<file path="src/rtl/mips32_pkg.sv">
// Shared MIPS32 pipeline definitions: opcodes, instruction classes and the fetch-queue entry.
package mips32_pkg;

    localparam int unsigned INSTR_W = 32;

    localparam logic [5:0] OP_RTYPE = 6'h00;
    localparam logic [5:0] OP_J     = 6'h02;
    localparam logic [5:0] OP_JAL   = 6'h03;
    localparam logic [5:0] OP_BEQ   = 6'h04;
    localparam logic [5:0] OP_BNE   = 6'h05;
    localparam logic [5:0] OP_ADDI  = 6'h08;
    localparam logic [5:0] OP_LW    = 6'h23;
    localparam logic [5:0] OP_SW    = 6'h2B;

    typedef enum logic [1:0] {
        InstrR,
        InstrI,
        InstrJ
    } instr_type_e;

    typedef struct packed {
        logic [INSTR_W-1:0] ir;
        logic [INSTR_W-1:0] npc;
    } fetch_entry_t;

endpackage

</file>
<file path="src/rtl/mips32_sync_fifo.sv">
// Synchronous FIFO with registered storage and zero-latency head read; flush empties it in one cycle.
module mips32_sync_fifo #(
    parameter int unsigned WIDTH = 64,
    parameter int unsigned DEPTH = 4
) (
    input  logic                     clk1,
    input  logic                     rst,
    input  logic                     flush,
    input  logic                     push,
    input  logic [WIDTH-1:0]         wdata,
    input  logic                     pop,
    output logic [WIDTH-1:0]         rdata,
    output logic                     full,
    output logic                     empty,
    output logic [$clog2(DEPTH):0]   count
);

    localparam int unsigned PTR_W = $clog2(DEPTH);
    localparam int unsigned CNT_W = PTR_W + 1;

    logic [WIDTH-1:0] mem_q [DEPTH];
    logic [PTR_W-1:0] wr_ptr_q, rd_ptr_q;
    logic [CNT_W-1:0] count_q;
    logic             do_push, do_pop;

    assign full    = (count_q == CNT_W'(DEPTH));
    assign empty   = (count_q == '0);
    assign count   = count_q;
    assign rdata   = mem_q[rd_ptr_q];
    assign do_push = push && !full;
    assign do_pop  = pop && !empty;

    always_ff @(posedge clk1) begin
        if (rst || flush) begin
            wr_ptr_q <= '0;
            rd_ptr_q <= '0;
            count_q  <= '0;
        end else begin
            if (do_push) begin
                mem_q[wr_ptr_q] <= wdata;
                wr_ptr_q        <= wr_ptr_q + PTR_W'(1);
            end
            if (do_pop) begin
                rd_ptr_q <= rd_ptr_q + PTR_W'(1);
            end
            count_q <= count_q + CNT_W'(do_push) - CNT_W'(do_pop);
        end
    end

endmodule

</file>
<file path="src/rtl/mips32_fetch_queue.sv">
// Decoupled instruction fetch: credit-limited imem requests, in-order responses buffered for decode,
// and redirect flush that discards every in-flight response.
module mips32_fetch_queue
    import mips32_pkg::*;
#(
    parameter int unsigned DEPTH    = 4,
    parameter int unsigned ADDR_W   = 10,
    parameter logic [31:0] RESET_PC = 32'h0000_0000
) (
    input  logic              clk1,
    input  logic              rst,
    input  logic              redirect_valid,
    input  logic [31:0]       redirect_pc,
    input  logic              halt,
    output logic              imem_req,
    output logic [ADDR_W-1:0] imem_addr,
    input  logic              imem_gnt,
    input  logic              imem_rvalid,
    input  logic [31:0]       imem_rdata,
    output logic              if_valid,
    input  logic              if_ready,
    output logic [31:0]       if_ir,
    output logic [31:0]       if_npc,
    output logic [31:0]       fetch_pc
);

    localparam int unsigned CNT_W = $clog2(DEPTH) + 1;

    logic [31:0]      pc_q, resp_pc_q;
    logic [CNT_W-1:0] outst_q, drop_q, count;
    logic [CNT_W:0]   in_use;
    logic             fifo_full, fifo_empty;
    logic             accept, resp, push, pop;
    fetch_entry_t     push_entry, head;

    // Buffered plus outstanding fetches share one credit pool so a response always has a slot.
    assign in_use   = {1'b0, count} + {1'b0, outst_q};
    assign imem_req = !rst && !halt && !redirect_valid && (in_use < (CNT_W + 1)'(DEPTH));
    assign accept   = imem_req && imem_gnt;
    // A response with nothing outstanding is a protocol violation and is ignored.
    assign resp     = imem_rvalid && (outst_q != '0);
    assign push     = resp && !redirect_valid && (drop_q == '0) && !fifo_full;
    assign if_valid = !fifo_empty && !redirect_valid;
    assign pop      = if_valid && if_ready;

    assign push_entry = '{ir: imem_rdata, npc: resp_pc_q + 32'd1};
    assign if_ir      = fifo_empty ? '0 : head.ir;
    assign if_npc     = fifo_empty ? '0 : head.npc;
    assign imem_addr  = pc_q[ADDR_W-1:0];
    assign fetch_pc   = pc_q;

    mips32_sync_fifo #(
        .WIDTH ($bits(fetch_entry_t)),
        .DEPTH (DEPTH)
    ) u_fifo (
        .clk1  (clk1),
        .rst   (rst),
        .flush (redirect_valid),
        .push  (push),
        .wdata (push_entry),
        .pop   (pop),
        .rdata (head),
        .full  (fifo_full),
        .empty (fifo_empty),
        .count (count)
    );

    always_ff @(posedge clk1) begin
        if (rst) begin
            pc_q      <= RESET_PC;
            resp_pc_q <= RESET_PC;
            outst_q   <= '0;
            drop_q    <= '0;
        end else begin
            outst_q <= outst_q + CNT_W'(accept) - CNT_W'(resp);
            if (redirect_valid) begin
                pc_q      <= redirect_pc;
                resp_pc_q <= redirect_pc;
                drop_q    <= outst_q - CNT_W'(resp);
            end else begin
                if (accept) begin
                    pc_q <= pc_q + 32'd1;
                end
                if (push) begin
                    resp_pc_q <= resp_pc_q + 32'd1;
                end
                if (resp && (drop_q != '0)) begin
                    drop_q <= drop_q - CNT_W'(1);
                end
            end
        end
    end

endmodule

</file>
<file path="config.mk">
export PLATFORM = sky130hd
export DESIGN_NAME = mips32_fetch_queue
export DESIGN_NICKNAME = d
export VERILOG_FILES = /design/src/rtl/mips32_pkg.sv /design/src/rtl/mips32_sync_fifo.sv /design/src/rtl/mips32_fetch_queue.sv
export SDC_FILE = /design/constraint.sdc
export NUM_CORES = 1
export LEC_CHECK = 0
export CORE_ASPECT_RATIO = 0.9
export CORE_MARGIN = 2
export CORE_UTILIZATION = 60
export DETAILED_ROUTE_END_ITERATION = 12
export PLACE_DENSITY = 0.83
export SLEW_MARGIN = 10
export SYNTH_ARGS = -nofsm -noshare
export SYNTH_HDL_FRONTEND = slang
export SYNTH_SLANG_ARGS = --single-unit
</file>
<file path="constraint.sdc">
create_clock -name clk1 -period 5.65 [get_ports clk1]
set_input_delay 1.13 -clock clk1 [delete_from_list [all_inputs] [get_ports clk1]]
set_output_delay 1.13 -clock clk1 [all_outputs]
set_load 0.01 [all_outputs]
</file>
Word level (Yosys, flattened, before mapping)
Memories as Yosys holds them, arrays and structs flattened. A register that Yosys moved wholly into a read port is not among the register bits.
Cells that the tools add are included.

storage, ports and cells
  bits in writable memories = 256
  flip-flop bits (word level) = 77
  output and inout bits = 108
  memories kept = 1

memory list
  name          words  bits a word  rd ports  clocked after Yosys merged registers in  write ports  line                    text
  u_fifo.mem_q  4      64           1         1                                        1            mips32_sync_fifo.sv:21  logic [WIDTH-1:0] mem_q [DEPTH];

operators by class
  reduce and logical (&&, ||, !) cells = 26
  order comparisons = 1
  add/subtract/negate cells = 11
  equal/unequal tests = 1
  mux-type cells = 13

operator list
  operator                 count
  $mux W32                 6
  $add A32 B1 Y32 const B  2
  $logic_and A1 B1 Y1      13
  $sub A3 B1 Y3            3
  $add A3 B1 Y3            2
  $logic_not A3 Y1         2
  $mux W3                  2
  $reduce_bool A2 Y1       3
  $reduce_bool A3 Y1       2
  $logic_not A1 Y1         5
  $add A2 B1 Y2 const B    2
  $add A3 B3 Y4            1
  $lt A4 B3 Y1 const B     1
  $mux W2                  2
  $eq A3 B3 Y1 const B     1
  $mux W1                  3
  $sub A3 B1 Y3 const B    1
  $logic_or A1 B1 Y1       1

Logic depth before layout (Yosys ltp)
  word-level depth = 9
  depth in mapped cells = 14

Modules after synthesis
A second synthesis with hierarchy kept.

unflattened totals
  cell total of the unflattened synthesis = 1037
  area total of the unflattened synthesis = 14745.4 um^2

by module, submodules not included
  module              times used  area an instance (um^2)  sequential area each (um^2)  cells an instance
  mips32_sync_fifo    1           9791.9                   7867.5                       384
  mips32_fetch_queue  1           4953.5                   1401.3                       653

Least setup slack after synthesis
Ideal clock, no wire load.

  kind = in2reg
  start point = in imem_rvalid
  end point = mem u_fifo.mem_q[1][0], enable pin
  data arrival time = 3.712 ns
  setup slack = 1.509 ns
  library setup time = 0.429 ns
  required time = 5.221 ns
  cell stages on the path = 6
  path buffers = 2
  cells stage by stage = o31ai_1 or4_1 buf_2 inv_1 buf_2 and3_1

between the ends
  word-level cells in the longest chain between the ends = 8

ends and longest elaborated chain
  item                              line                      text
  from (decl)                       mips32_fetch_queue.sv:18  input logic imem_rvalid,
  $logic_and A1 B1 Y1               mips32_fetch_queue.sv:41  assign resp = imem_rvalid && (outst_q != '0);
  $logic_and A1 B1 Y1 (3 in a row)  mips32_fetch_queue.sv:42  assign push = resp && !redirect_valid && (drop_q == '0) && !fifo_full;
  $logic_and A1 B1 Y1               mips32_sync_fifo.sv:30    assign do_push = push && !full;
  via u_fifo.do_push                mips32_sync_fifo.sv:24    logic do_push, do_pop;
  $mux W1                           mips32_sync_fifo.sv:39    if (do_push) begin
  $mux W1                           mips32_sync_fifo.sv:34    if (rst || flush) begin
  $mux W1 (implied by the code)     mips32_sync_fifo.sv:40    mem_q[wr_ptr_q] <= wdata;
  to (decl)                         mips32_sync_fifo.sv:21

The timed path passes the listed nets, and every way through them passes these cells.

==> metrics.txt <==
run status completed; Static Leak 5.71 nW; number of max-cap violations 0; Seq/Total Area, Yosys 63.5%; Clock H-tree levels 2; dominant synthesized flop cell edfxtp_1; r2r setup slk 2.71 ns; insertion delay to the later sink of the worst-skew pair 0.52 ns; dpl cells 1463; Slew HR 27.3%; Logic pwr share 10.5%; Buffers on Ports 178; fin crit share 73.6%; Top Family by Delay on Critical Path buffers and inverters; number of remaining DRC errors 0; nets 1280; max-slew violations 0; Worst-Margin Slew 1.08 ns; Clk pwr share 38.7%; 1st-pass router iterations 7; drt wl/cell 21.5 um; Die H 152 um; fin crit period 4.16 ns; Die W 168 um; YS warnings 0; GPL Wtd Cong 0.879; Crit path required time 4.52 ns; Root Driver clkbuf_16; total track usage 25.8%; Worst VDD drop 0.214 mV; Post-Syn Instances 1035; initial antenna violation count 0; CP startpoint kind flop; Net Sw Frac 23.4%; Worst Path Max Fanout 39; Post-DP HPWL 20100 um; RSZ-0062 raised after global routing no; Hold Crit Class reg -> reg; synth cell count leaders 256 x edfxtp_1, 79 x dfxtp_1, 66 x nor2b_1; Post-Synthesis Cell Area 0.0146 mm2; cts hold-fix bufs 0; Setup TNS Final 0 ns; share of cells above drive strength 1 12.5%; NetSw 1.30 mW; P&R area growth vs syn 20.8%; Worst R2R Path Depth 12; top cells by area, synth edfxtp_1 53%, dfxtp_1 11%, mux4_2 9.9%, nor2b_1 2.8%, xnor2_1 1.9%; CTS Buffer Depth 3; Syn Nets 1124; Clock Pin Slew Worst Setup and Hold Paths 0.06 ns; post-route clock skew 0.0210 ns; ANT nets after route 0; Vias 9386; largest net degree at the start of global routing 70; overflow left after global routing 0; top-count cell post-synth edfxtp_1; first-pass GRT wire length 51300 um; post_cts resized 0; number of global-route vias before repair 9083; Yosys cell types 63; hold path cells 2; Core Util, Final 73.3%; vias per cell 6.15; internal power 4.25 mW; row count 54; CTS sink cnt 335; post-route insts no fill 1525; Syn Area/Cell 14.1 um2; # setup viols final 0; Largest stage delay, worst path 0.76 ns; Num CTS Buffers 34; PD cells 315 mW/mm2; io pins 179; WL final 32800 um; initial DRC count 1102; slowest stage cell, crit path dfxtp_2; Initial Util 60.7%; Crit Path Category reg -> out; asr flop ratio synth 0%; core area 0.0241 mm2; hold slack 0.509 ns; Yosys top cell by area edfxtp_1; CP Capture Type output port; flip-flop and latch count after synthesis 335; Max Clock Freq 0.240 GHz; final hold violations 0; Flop pwr share 50.8%; cell depth of the worst setup path 4; Synth top area share 52.7%; critical path arrival 3.03 ns; EDFF count, synth 256; CTS tree built; crit path buf inv count 2; Die ar. 0.0256 mm2; CP Cell Sequence buf_4 > mux4_2 > nor2b_1 > clkdlybuf4s50_1; ANT cells 0; number of post-CTS setup repair buffers 0
[layer usage]
metal,GRT usage [%],part of all wire (%),wire (um)
met2,39.8,46,15300
met4,6.57,2.0,641
met5,0,0,0
met3,3.83,7.9,2600
met1,39.2,44,14300
[tightest hold or removal path: cells and delay by family (launching register included)]
family | cells | cell delay, ns
simple gates | 1 | 0.07
compound gates | 1 | 0.05
flops | 1 | 0.34
[cell usage in the layout, fill, tap and decap left out, types with 4 or more instances in the layout]
| master | netlist | layout |
|---|---|---|
| dfxtp_1 | 79 | 77 |
| and3_1 | 15 | 11 |
| a31oi_1 | 36 | 36 |
| and4_1 | 5 | 5 |
| mux4_2 | 64 | 64 |
| nor2b_1 | 66 | 66 |
| a211oi_1 | 6 | 6 |
| buf_4 | 11 | 13 |
| nand2_1 | 61 | 61 |
| or4_1 | 4 | 4 |
| clkinv_2 | 0 | 6 |
| a22oi_1 | 7 | 7 |
| xnor2_1 | 32 | 32 |
| clkbuf_16 | 0 | 35 |
| ha_1 | 16 | 16 |
| nor4_1 | 5 | 5 |
| o31a_1 | 5 | 5 |
| or3_1 | 18 | 18 |
| nand4_1 | 32 | 32 |
| mux2_2 | 4 | 4 |
| a21oi_1 | 41 | 41 |
| nor3_1 | 9 | 8 |
| nand3_1 | 17 | 17 |
| mux2i_1 | 4 | 4 |
| edfxtp_1 | 256 | 256 |
| and3_2 | 0 | 4 |
| clkinv_1 | 1 | 8 |
| inv_1 | 28 | 28 |
| clkdlybuf4s50_1 | 0 | 176 |
| o21a_1 | 4 | 4 |
| o21ai_0 | 34 | 34 |
| xor2_1 | 11 | 11 |
| a41oi_1 | 7 | 7 |
| clkbuf_1 | 37 | 8 |
| nor2_1 | 45 | 45 |
| and2_1 | 8 | 8 |
[power groups by stage]
stage,logic [mW],clock network (mW),registers (mW)
2_1_floorplan,0.339,0,2.85
3_3_place_gp,0.560,0,2.86
3_5_place_dp,0.578,0,2.87
4_1_cts,0.583,2.17,2.82
5_1_grt,0.636,2.27,2.83
6_report,0.583,2.15,2.82
[registers in the layout, summed over array words and instances, names as in the netlist, named ones only]
signal,count
u_fifo.mem_q,256
fetch_pc,32
resp_pc_q,32
drop_q,3
outst_q,3
u_fifo.count,3
u_fifo.rd_ptr_q,2
u_fifo.wr_ptr_q,2
[kinds of logic (layout without fill, tap and decap cells)]
family | Yosys count | count (layout) | synth area share, %
AOI/OAI and AO/OA | 156 | 156 | 6.60
xor gates and xnor gates | 43 | 43 | 2.58
adders and majority gates | 18 | 18 | 1.65
buffers and inverters | 102 | 284 | 3.14
DFF | 335 | 335 | 63.5
muxes | 73 | 73 | 10.5
and+or+nand+nor | 308 | 308 | 12.0
[per-stage QoR]
step	power, mW	area (um2)	worst slack [ns]
detailed placement	3.45	16600	1.65
CTS	5.57	17600	1.44
global route	5.74	17600	1.37
global placement	3.42	16600	1.68
finish	5.55	17600	1.49
floorplan	3.19	14600	1.51
[path summary, 6_finish.rpt]
| path | from | endpoint |
|---|---|---|
| min | resp_pc_q[3] | resp_pc_q[3] |
| max | flop | if_npc[14] |
| max reg2reg | outst_q[2] | outst_q[2] |
| min reg2reg | resp_pc_q[3] | resp_pc_q[3] |
[area by class of cell]
cell class	count	area, um2
Clock buffer	43	906
Fill cell	1477	6430
Inverter	29	109
Sequential cell	335	9270
Multi-Input combinational cell	598	4870
Tap cell	308	385
Timing Repair Buffer	193	1910
Clock inverter	19	161
(Power assumes the default switching activity.)
